==> src/rtl/rtc_ctrl_pkg.sv <==
// Shared definitions for the real-time clock controller: state and load-select
// encodings, packed-BCD limits and digit helpers.
package rtc_ctrl_pkg;

    typedef enum logic [1:0] {
        StRun  = 2'b00,
        StSetH = 2'b01,
        StSetM = 2'b10,
        StSetS = 2'b11
    } state_e;

    localparam logic [1:0] LdNone = 2'b00;
    localparam logic [1:0] LdHour = 2'b01;
    localparam logic [1:0] LdMin  = 2'b10;
    localparam logic [1:0] LdSec  = 2'b11;

    localparam logic [7:0] MaxSec    = 8'h59;
    localparam logic [7:0] MaxHour24 = 8'h23;
    localparam logic [7:0] MaxHour12 = 8'h11;

    function automatic logic bcd_valid(input logic [7:0] v);
        return (v[7:4] <= 4'd9) && (v[3:0] <= 4'd9);
    endfunction

    // Plain BCD +1 without wrap; the caller handles the field limit.
    function automatic logic [7:0] bcd_inc(input logic [7:0] v);
        logic [7:0] r;
        if (v[3:0] == 4'd9) begin
            r = {v[7:4] + 4'd1, 4'd0};
        end else begin
            r = {v[7:4], v[3:0] + 4'd1};
        end
        return r;
    endfunction

endpackage

==> src/rtl/rtc_ctrl_bcd_field.sv <==
// Packed-BCD wrap counter for one time field; wrap flags that the field sits at
// its limit so the parent can chain carries.
module bcd_field
    import rtc_ctrl_pkg::*;
(
    input  logic       clk,
    input  logic       rst_n,
    input  logic       inc,
    input  logic       ld,
    input  logic [7:0] data,
    input  logic [7:0] max,
    output logic [7:0] value,
    output logic       wrap
);

    logic [7:0] value_q;
    logic [7:0] value_d;

    always_comb begin
        value_d = value_q;
        if (ld) begin
            value_d = data;
        end else if (inc) begin
            value_d = (value_q == max) ? 8'h00 : bcd_inc(value_q);
        end
    end

    always_ff @(posedge clk) begin
        if (!rst_n) begin
            value_q <= 8'h00;
        end else begin
            value_q <= value_d;
        end
    end

    assign value = value_q;
    assign wrap  = (value_q == max);

endmodule

==> src/rtl/rtc_ctrl.sv <==
// Real-time clock controller: hh:mm:ss in packed BCD with a set-mode state
// machine, validated direct loads and a day-carry pulse.
module rtc_ctrl
    import rtc_ctrl_pkg::*;
#(
    parameter int unsigned HOURS = 24
) (
    input  logic       clk,
    input  logic       rst_n,
    input  logic       tick,
    input  logic       mode,
    input  logic       inc,
    input  logic       ld,
    input  logic [1:0] ld_sel,
    input  logic [7:0] data,
    output logic [7:0] hour,
    output logic [7:0] min,
    output logic [7:0] sec,
    output logic [1:0] setting,
    output logic       day_c,
    output logic       err
);

    localparam logic [7:0] HourMax = (HOURS == 12) ? MaxHour12 : MaxHour24;

    state_e     state_q, state_d;
    logic       day_c_q, day_c_d;
    logic       err_q, err_d;

    logic       load_req, load_ok;
    logic [7:0] load_max;
    logic       tick_run, set_inc;
    logic       sec_inc, min_inc, hour_inc;
    logic       sec_wrap, min_wrap, hour_wrap;

    // Any real load request owns the cycle: mode, tick and inc are all dropped,
    // even if the load itself is rejected.
    always_comb begin
        load_req = ld && (ld_sel != LdNone);
        load_max = (ld_sel == LdHour) ? HourMax : MaxSec;
        load_ok  = load_req && bcd_valid(data) && (data <= load_max);
        err_d    = load_req && !load_ok;

        tick_run = !load_req && tick && (state_q == StRun);
        set_inc  = !load_req && !mode && inc;

        sec_inc  = tick_run || (set_inc && state_q == StSetS);
        min_inc  = (tick_run && sec_wrap) || (set_inc && state_q == StSetM);
        hour_inc = (tick_run && sec_wrap && min_wrap) || (set_inc && state_q == StSetH);
        day_c_d  = tick_run && sec_wrap && min_wrap && hour_wrap;
    end

    always_comb begin
        state_d = state_q;
        if (!load_req && mode) begin
            unique case (state_q)
                StRun:   state_d = StSetH;
                StSetH:  state_d = StSetM;
                StSetM:  state_d = StSetS;
                StSetS:  state_d = StRun;
                default: state_d = StRun;
            endcase
        end
    end

    always_ff @(posedge clk) begin
        if (!rst_n) begin
            state_q <= StRun;
            day_c_q <= 1'b0;
            err_q   <= 1'b0;
        end else begin
            state_q <= state_d;
            day_c_q <= day_c_d;
            err_q   <= err_d;
        end
    end

    bcd_field u_sec (
        .clk   (clk),
        .rst_n (rst_n),
        .inc   (sec_inc),
        .ld    (load_ok && ld_sel == LdSec),
        .data  (data),
        .max   (MaxSec),
        .value (sec),
        .wrap  (sec_wrap)
    );

    bcd_field u_min (
        .clk   (clk),
        .rst_n (rst_n),
        .inc   (min_inc),
        .ld    (load_ok && ld_sel == LdMin),
        .data  (data),
        .max   (MaxSec),
        .value (min),
        .wrap  (min_wrap)
    );

    bcd_field u_hour (
        .clk   (clk),
        .rst_n (rst_n),
        .inc   (hour_inc),
        .ld    (load_ok && ld_sel == LdHour),
        .data  (data),
        .max   (HourMax),
        .value (hour),
        .wrap  (hour_wrap)
    );

    assign setting = state_q;
    assign day_c   = day_c_q;
    assign err     = err_q;

endmodule

==> config.mk <==
export PLATFORM = sky130hd
export DESIGN_NAME = rtc_ctrl
export DESIGN_NICKNAME = d
export VERILOG_FILES = /design/src/rtl/rtc_ctrl_pkg.sv /design/src/rtl/rtc_ctrl_bcd_field.sv /design/src/rtl/rtc_ctrl.sv
export SDC_FILE = /design/constraint.sdc
export NUM_CORES = 1
export LEC_CHECK = 0
export ABC_AREA = 1
export CAP_MARGIN = 0
export CELL_PAD_IN_SITES_DETAIL_PLACEMENT = 1
export CELL_PAD_IN_SITES_GLOBAL_PLACEMENT = 1
export CORE_AREA = 2 2 84 86
export DETAILED_ROUTE_END_ITERATION = 10
export DIE_AREA = 0 0 86 88
export PLACE_DENSITY = 0.81
export REMOVE_ABC_BUFFERS = 1
export SYNTH_ARGS = -nofsm -noshare
export SYNTH_HDL_FRONTEND = slang
export SYNTH_HIERARCHICAL = 1
export SYNTH_SLANG_ARGS = --single-unit
==> constraint.sdc <==
create_clock -name clk -period 4.8 [get_ports clk]
set_input_delay 0.72 -clock clk [delete_from_list [all_inputs] [get_ports clk]]
set_output_delay 0.72 -clock clk [all_outputs]
set_load 0.02 [all_outputs]
After elaboration in Yosys (flattened, before gate mapping)

Cells that the tools add are included.

Output and inout bits: 28
Bits of input ports: 16
Flip-flop bits (word level): 28

Add/sub/neg operators: 6
Magnitude comparators: 3
Equal/unequal tests: 12
Reduce and logical (&&, ||, !) cells: 36
Muxes and demuxes: 14

Operators with widths:

| operator              | count |
|---|---|
| $mux W8               | 12 |
| $add A4 B1 Y4 const B | 6 |
| $logic_and A1 B1 Y1   | 19 |
| $eq A8 B7 Y1 const B  | 2 |
| $eq A4 B4 Y1 const B  | 3 |
| $reduce_bool A3 Y1    | 3 |
| $eq A2 B2 Y1 const B  | 4 |
| $eq A8 B6 Y1 const B  | 1 |
| $le A4 B4 Y1 const B  | 2 |
| $le A8 B7 Y1          | 1 |
| $pmux W2 S4           | 1 |
| $reduce_bool A2 Y1    | 4 |
| $mux W7               | 1 |
| $reduce_and A2 Y1     | 3 |
| $eq A2 B1 Y1 const B  | 2 |
| $logic_not A1 Y1      | 3 |
| $logic_or A1 B1 Y1    | 3 |
| $logic_not A2 Y1      | 1 |

Depth between registers and ports, before layout

Gate-level depths: netlist of the first run.

Depth in word-level cells: 10
Depth in mapped cells: 17
Mapped depth without buffers: 17

Hierarchy

Netlist of the first run, hierarchy kept.

Modules (own cells, without submodules):

| module    | area an instance (um^2) | instances | cells each | sequential area each (um^2) |
|---|---|---|---|---|
| bcd_field | 689.4                   | 3         | 113        | 160.2 |
| rtc_ctrl  | 506.7                   | 1         | 86         | 80.1 |

Worst setup path after synthesis of the first run

OpenSTA, ideal clock, no wires.

Path kind: in2reg
From: input port ld_sel[1]
To: register u_hour.value_q[3], in the netlist u_hour/value[3]
Buffers on the path: 1
Data arrival time: 2309 ps
Stages on the path: 16
Setup slack: 2371 ps
Required time: 4680 ps
Cell sequence: inv_2 > nand2_2 > ha_1 > nand2_1 > inv_1 > nand2_1 > nor2_2 > nand2_2 > nand3_2 > nor2_1 > buf_2 > nor2_2 > inv_1 > and3_1 > nand2_1 > a21oi_1

Cells in the longest elaborated chain, start to end: 9
Elaborated cells on any way between the ends: 19
Classes of those cells: 1 x order compare; 1 x eq/ne; 2 x mux; 15 x reduce/logical

Ends and longest elaborated chain:

| element                                                              | RTL line                 | text |
|---|---|---|
| start: declaration                                                   | rtc_ctrl.sv:14           | `input logic [1:0] ld_sel,` |
| parallel branches: the longest is 9 deep, another holds $le A8 B7 Y1 | -                        |  |
| end signal: assignment                                               | rtc_ctrl_bcd_field.sv:32 | `value_q <= value_d;` |
| end: declaration                                                     | rtc_ctrl_bcd_field.sv:16 | `logic [7:0] value_q;` |

Parallel ways; which one is timed is not known.
A chain may end at the register's enable or synchronous reset.

Final worst setup path of the first run

From: input port ld_sel[1]
To: register u_hour.value_q[7], in the netlist u_hour/value[7]

Cells in the longest elaborated chain, start to end: 10
Elaborated cells on any way between the ends: 21
Classes of those cells: 1 x order compare; 1 x eq/ne; 2 x mux; 17 x reduce/logical

Ends and longest elaborated chain:

| element |
|---|
| parallel branches: the longest is 10 deep, another holds $le A8 B7 Y1 |

Parallel ways; which one is timed is not known.

==> flow_metrics.tcl, run 1 <==
set metrics [dict create \
    ys_ff_latch 28 \
    maxCapViolations 0 \
    fin_nets 540 \
    htreeDepth 1 \
    port_buffers 43 \
    fin_total_pwr_w 0.000576 \
    slew_violations 0 \
    yosysSeqAreaShare 0.218 \
    cp_data_arrival_time_ns 3.60 \
    fin_skew_ns 0.00530 \
    post_cts_buffers 0 \
    drc 0 \
    antenna_found_initial 0 \
    setup_viol 0 \
    synthCells 425 \
    hp-class "reg2reg" \
    chipHeight_microns 88 \
    period_needed_ns 3.37 \
    power.density_mw_per_mm2 175 \
    worst_ep_required_time_ns 5.02 \
    routed_via_density 4.80 \
    clk_path_buf_depth 2 \
    max_freq_mhz 297 \
    diodes 0 \
    dr_total_vias 2811 \
    cts_buffers 3 \
    crit_type "in2reg" \
    ctsResizeCount 0 \
    cp_common_cell "nand2_1" \
    setup_tns_ns 0 \
    final_layout_size_suffix_gt1_frac 0.0929 \
    hpwl_mm 5.89 \
    mostFrequentLayoutCells "nand2_1 (143), nor2_1 (57), inv_1 (54), clkdlybuf4s50_1 (43), conb_1 (39)" \
    ant_nets 0 \
    p_leak_nw 1.77 \
    status "finished clean" \
    grt_first_pass_wirelength_mm 12.6 \
    ios 44 \
    clk_pin_slew_worst_paths_ns 0.11 \
    worst-path-buf-inv 3 \
    num_rows 30 \
    cts.sinks 28 \
    root_buffer "clkbuf_8" \
    grt_max_degree 23 \
    drtIter0Drc 54 \
    cp_max_fo 10 \
    max_slew.worst_pin.slew_ns 0.960 \
    synth-warning-count 6 \
    startpoint_type "primary input" \
    area_growth_pct 28.2 \
    cts_hold_buf 0 \
    worstSetupEndpointType "flop" \
    yosysUniqueCellTypes 26 \
    grt_usage 0.203 \
    totalWireLength_mm 7.44 \
    tritoncts "yes" \
    gp_congestion 0.905 \
    fp.coreArea_sq_mm 0.00664 \
    cp_cell_sequence "clkdlybuf4s50_1 > inv_2 > nand2_2 > ha_1 > nand2_1 > nor2_1 > nand2_1 > o21ai_2 > nand3_2 > nor2_1 > inv_1 > nand3_4 > nand2_4 > nand2_1 > nand2_1 > nor2_1" \
    die-area_sq_mm 0.00757 \
    clock_latency_ns 0.29 \
    postSynthAreaPerCell_sq_um 6.06 \
    max_stage_delay_ns 0.54 \
    first_global_vias 2751 \
    relSlewSlack 0.358 \
    vdd_drop_max_v 0.000103 \
    grt-ovfl-total 0 \
    initial_core_util 0.388 \
    rsz0062_at_grt "false" \
    crit_family "simple AND/OR/NAND/NOR gates" \
    avgRoutedWirePerCell_microns 12.7 \
    dr.pass1.iters 4 \
    cp_slowest_cell "clkdlybuf4s50_1" \
    layout_commonest_cell "nand2_1" \
    fin_crit_sh 0.703 \
    hold_viol_final 0 \
    dieWidth_microns 86 \
    syn_area_sq_mm 0.00257 \
]
==> final cells by class <==
cell class	instances	area (sq um)
Tap cell	80	100
Timing Repair Buffer	43	430
Clock inverter	1	30.0
Sequential cell	28	561
Fill cell	952	3340
Multi-Input combinational cell	366	1890
Clock buffer	3	41.3
Inverter	65	244
==> routing by layer <==
layer  part of all wire  GRT usage  vias up
met5                  0          0        -
li1                   -          -     1434
met3              0.025     0.0189        4
met1               0.45      0.253     1336
met4             0.0052     0.0375        0
met2               0.52      0.381       37
==> tightest hold or removal path, cell delays in order (launching register included) <==
cell and delay, ns:
dfxtp_1 0.37, inv_2 0.07, nand2_1 0.05, nand2_1 0.05
nor2_1 0.03
==> logic make-up after synthesis <==
group | Yosys count | share of synthesized area
other cells | 2 | 0.00292
flops | 28 | 0.218
compound gates | 37 | 0.0923
xor+xnor | 18 | 0.0612
buf+inv | 68 | 0.101
simple gates | 255 | 0.443
fa+ha+maj | 17 | 0.0826
==> sequential cells by signal, summed over array words and instances (netlist names) <==
register and count:
u_hour/value 8, u_min/value 8, u_sec/value 8, setting 2
day_c 1, err 1
==> cell usage after synthesis <==
cell / number / area [sq um]
nand3_1: 20 / 100
nand3_2: 1 / 10.0
o21ai_0: 7 / 35.0
xnor2_1: 12 / 105
conb_1: 2 / 7.51
dfxtp_1: 28 / 561
nand2_4: 6 / 67.6
a22oi_1: 9 / 67.6
buf_2: 3 / 15.0
inv_1: 54 / 203
o21ai_2: 2 / 17.5
nor2_1: 57 / 214
nand3b_1: 3 / 22.5
nand2_2: 2 / 12.5
and3_1: 3 / 18.8
nand4_1: 4 / 25.0
nor3_1: 1 / 5.00
nand2_1: 143 / 537
inv_2: 11 / 41.3
a31o_2: 3 / 26.3
nor2_2: 12 / 75.1
ha_1: 17 / 213
a21oi_2: 3 / 26.3
a21oi_1: 13 / 65.1
xor2_1: 6 / 52.6
nand3_4: 3 / 52.6
==> worst paths after layout <==
path | startpoint | end | slack (ns) | depth (start not counted)
max | ld_sel[1] | u_hour/value[7]$_SDFFE_PN0P_ | 1.43 | 16
min | u_min/value[7]$_SDFFE_PN0P_ | u_min/value[7]$_SDFFE_PN0P_ | 0.60 | 4
max reg2reg | u_sec/value[0]$_SDFFE_PN0P_ | u_hour/value[7]$_SDFFE_PN0P_ | 2.71 | 16
min reg2reg | u_min/value[7]$_SDFFE_PN0P_ | u_min/value[7]$_SDFFE_PN0P_ | 0.60 | 4
==> where the power goes <==
group	switching (W)	internal, W
sequential	0.0000111	0.000238
clock	0.0000887	0.000112
combinational	0.0000754	0.0000505
total	0.000175	0.000401
==> per-stage QoR <==
| stage | cell area, sq um | hold WS, ns | setup slack [ns] | utilization | std cells |
|---|---|---|---|---|---|
| 2_1_floorplan | 2700 | 0.621 | 2.24 | - | 459 |
| 3_3_place_gp | 3230 | 0.556 | 1.23 | 0.486 | 582 |
| 3_5_place_dp | 3230 | 0.586 | 1.14 | 0.486 | 582 |
| 4_1_cts | 3300 | 0.608 | 1.44 | 0.497 | 586 |
| 5_1_grt | 3300 | 0.636 | 1.18 | 0.497 | 586 |
| 6_report | 3300 | 0.596 | 1.43 | 0.497 | 586 |
(Power assumes the default switching activity.)
==> inputs of run 2 (changes only) <==
--- a/config.mk
+++ b/config.mk
@@ -9,10 +9,10 @@
 export CAP_MARGIN = 0
 export CELL_PAD_IN_SITES_DETAIL_PLACEMENT = 1
 export CELL_PAD_IN_SITES_GLOBAL_PLACEMENT = 1
-export CORE_AREA = 2 2 84 86
+export CORE_AREA = 2 2 92 94
 export DETAILED_ROUTE_END_ITERATION = 10
-export DIE_AREA = 0 0 86 88
-export PLACE_DENSITY = 0.81
+export DIE_AREA = 0 0 94 96
+export PLACE_DENSITY = 0.72
 export REMOVE_ABC_BUFFERS = 1
 export SYNTH_ARGS = -nofsm -noshare
 export SYNTH_HDL_FRONTEND = slang
==> constraint.sdc (replaced) <==
create_clock -name clk -period 2.9 [get_ports clk]
set_input_delay 0.435 -clock clk [delete_from_list [all_inputs] [get_ports clk]]
set_output_delay 0.435 -clock clk [all_outputs]
set_load 0.02 [all_outputs]
==> run 2 against run 1 <==
  * Count of clock-buffer cells in the layout unchanged
  * Highest routed layer unchanged
  * Wire length increased by 1.0%
  * Hold slack got worse by 0.0097 ns
  * Critical path type unchanged
  * Largest cell class unchanged
  * Global-route usage decreased by 3.3 points
  * Clock skew decreased by 0.00065 ns
  * Final cell count increased by 6.3%
==> flow_metrics.tcl, run 2 (synthesis results as in run 1) <==
set metrics [dict create \
    status "finished clean" \
    cp_max_fo 8 \
    clk_path_buf_depth 2 \
    hp-class "reg2reg" \
    post_cts_buffers 0 \
    num_rows 33 \
    slew_violations 0 \
    vdd_drop_max_v 0.000162 \
    relSlewSlack 0.558 \
    max_stage_delay_ns 0.48 \
    crit_type "in2reg" \
    n_fill_cell 1118 \
    drtIter0Drc 66 \
    cp_data_arrival_time_ns 2.81 \
    cp_cell_sequence "clkdlybuf4s50_1 > inv_2 > nand2_2 > ha_1 > nand2_1 > nor2_1 > nand2_1 > o21ai_2 > nand3_2 > nor2_1 > inv_1 > nand3_4 > nand2_4 > nor2_1 > nor2_1" \
    antenna_found_initial 0 \
    dr_total_vias 2810 \
    hold_viol_final 0 \
    fp.coreArea_sq_mm 0.00805 \
    fin_skew_ns 0.00465 \
    grt_first_pass_wirelength_mm 12.5 \
    grt_usage 0.170 \
    ant_nets 0 \
    layout_commonest_cell "nand2_1" \
    final_layout_size_suffix_gt1_frac 0.114 \
    max_slew.worst_pin.slew_ns 0.661 \
    hold_path_depth 4 \
    rr_worst_depth 15 \
    holdWs_ns 0.586 \
    rsz0062_at_grt "false" \
    hpwl_mm 6.06 \
    gp_congestion 0.827 \
    drc 0 \
    startpoint_type "primary input" \
    clk_pin_slew_worst_paths_ns 0.11 \
    fin_crit_sh 0.905 \
    fin_nets 553 \
    first_global_vias 2709 \
    totalWireLength_mm 7.52 \
    cts_hold_buf 0 \
    die-area_sq_mm 0.00902 \
    grt-ovfl-total 0 \
    mostFrequentLayoutCells "nand2_1 (143), nor2_1 (57), inv_1 (54), clkdlybuf4s50_1 (43), conb_1 (39)" \
    fin_total_pwr_w 0.000859 \
    tritoncts "yes" \
    dr.pass1.iters 4 \
    setup_viol 0 \
    port_buffers 43 \
    diodes 0 \
    ctsResizeCount 0 \
    cts.sinks 28 \
    cp_common_cell "nor2_1" \
    worst_ep_required_time_ns 3.09 \
    clock_latency_ns 0.28 \
    cp_slowest_cell "clkdlybuf4s50_1" \
    routed_via_density 4.51 \
    setup_tns_ns 0 \
    dieWidth_microns 94 \
    ios 44 \
    initial_core_util 0.320 \
    worstSetupEndpointType "flop" \
    maxCapViolations 0 \
    period_needed_ns 2.62 \
    cts_buffers 3 \
    grt_max_degree 16 \
    chipHeight_microns 96 \
    htreeDepth 1 \
    root_buffer "clkbuf_8" \
    area_growth_pct 32.0 \
    p_leak_nw 1.82 \
    max_freq_mhz 381 \
    avgRoutedWirePerCell_microns 12.1 \
    power.density_mw_per_mm2 253 \
]
[run 2: area by class of cell]
cell class,instances,area [sq um],share of cell area
timing repair buffer,56,528,0.155
clock buffer,3,41.3,0.0121
inverter,65,244,0.0718
tap,105,131,0.0386
multi-input combinational,366,1890,0.557
sequential,28,561,0.165
[run 2: per-layer routing]
metal	share of wire	vias up	track usage
li1	-	1462	-
met1	0.48	1316	0.219
met2	0.49	30	0.313
met3	0.021	2	0.0157
met4	0.0035	0	0.0326
met5	0	-	0
[run 2: per-stage QoR]
stage | cell area, sq um | instances | setup slack [ns] | utilization
after floorplan | 2700 | 459 | 0.629 | -
after global placement | 3360 | 620 | 0.0578 | 0.417
after detailed placement | 3360 | 620 | 0.0119 | 0.417
after CTS | 3400 | 623 | 0.314 | 0.422
after global routing | 3400 | 623 | 0.0405 | 0.422
final | 3400 | 623 | 0.276 | 0.422
[run 2: report_power, final]
part           leakage [nW]  internal, W  switching [W]
combinational          1.57    0.0000926       0.000129
clock                0.0216    0.0000937       0.000134
sequential            0.227     0.000395      0.0000156
total                  1.82     0.000581       0.000278
[run 2: worst paths after layout]
check                            endpoint  slack, ns                    startpoint
min reg2reg  u_hour/value[7]$_SDFFE_PN0P_       0.59  u_hour/value[7]$_SDFFE_PN0P_
min          u_hour/value[7]$_SDFFE_PN0P_       0.59  u_hour/value[7]$_SDFFE_PN0P_
max          u_hour/value[4]$_SDFFE_PN0P_       0.28                     ld_sel[1]
max reg2reg  u_hour/value[3]$_SDFFE_PN0P_       0.87   u_sec/value[4]$_SDFFE_PN0P_
[run 2: worst max-delay path: cells and delay by family]
| kind | cells | cell delay [ns] |
|---|---|---|
| AO/OA/AOI/OAI | 1 | 0.13 |
| adder cells (fa/ha/maj) | 1 | 0.30 |
| buffers and inverters | 3 | 0.80 |
| AND/OR/NAND/NOR | 10 | 1.13 |
==> inputs of run 3 (changes only) <==
--- a/config.mk
+++ b/config.mk
@@ -6,10 +6,12 @@
 export NUM_CORES = 1
 export LEC_CHECK = 0
 export ABC_AREA = 1
+export ABC_CLOCK_PERIOD_IN_PS = 2900
 export CAP_MARGIN = 0
 export CELL_PAD_IN_SITES_DETAIL_PLACEMENT = 1
 export CELL_PAD_IN_SITES_GLOBAL_PLACEMENT = 1
 export CORE_AREA = 2 2 92 94
+export CTS_CLUSTER_DIAMETER = 100
 export DETAILED_ROUTE_END_ITERATION = 10
 export DIE_AREA = 0 0 94 96
 export PLACE_DENSITY = 0.72
==> results of run 3 <==
The final DEF is identical to that of run 2; final timing and power are the same.
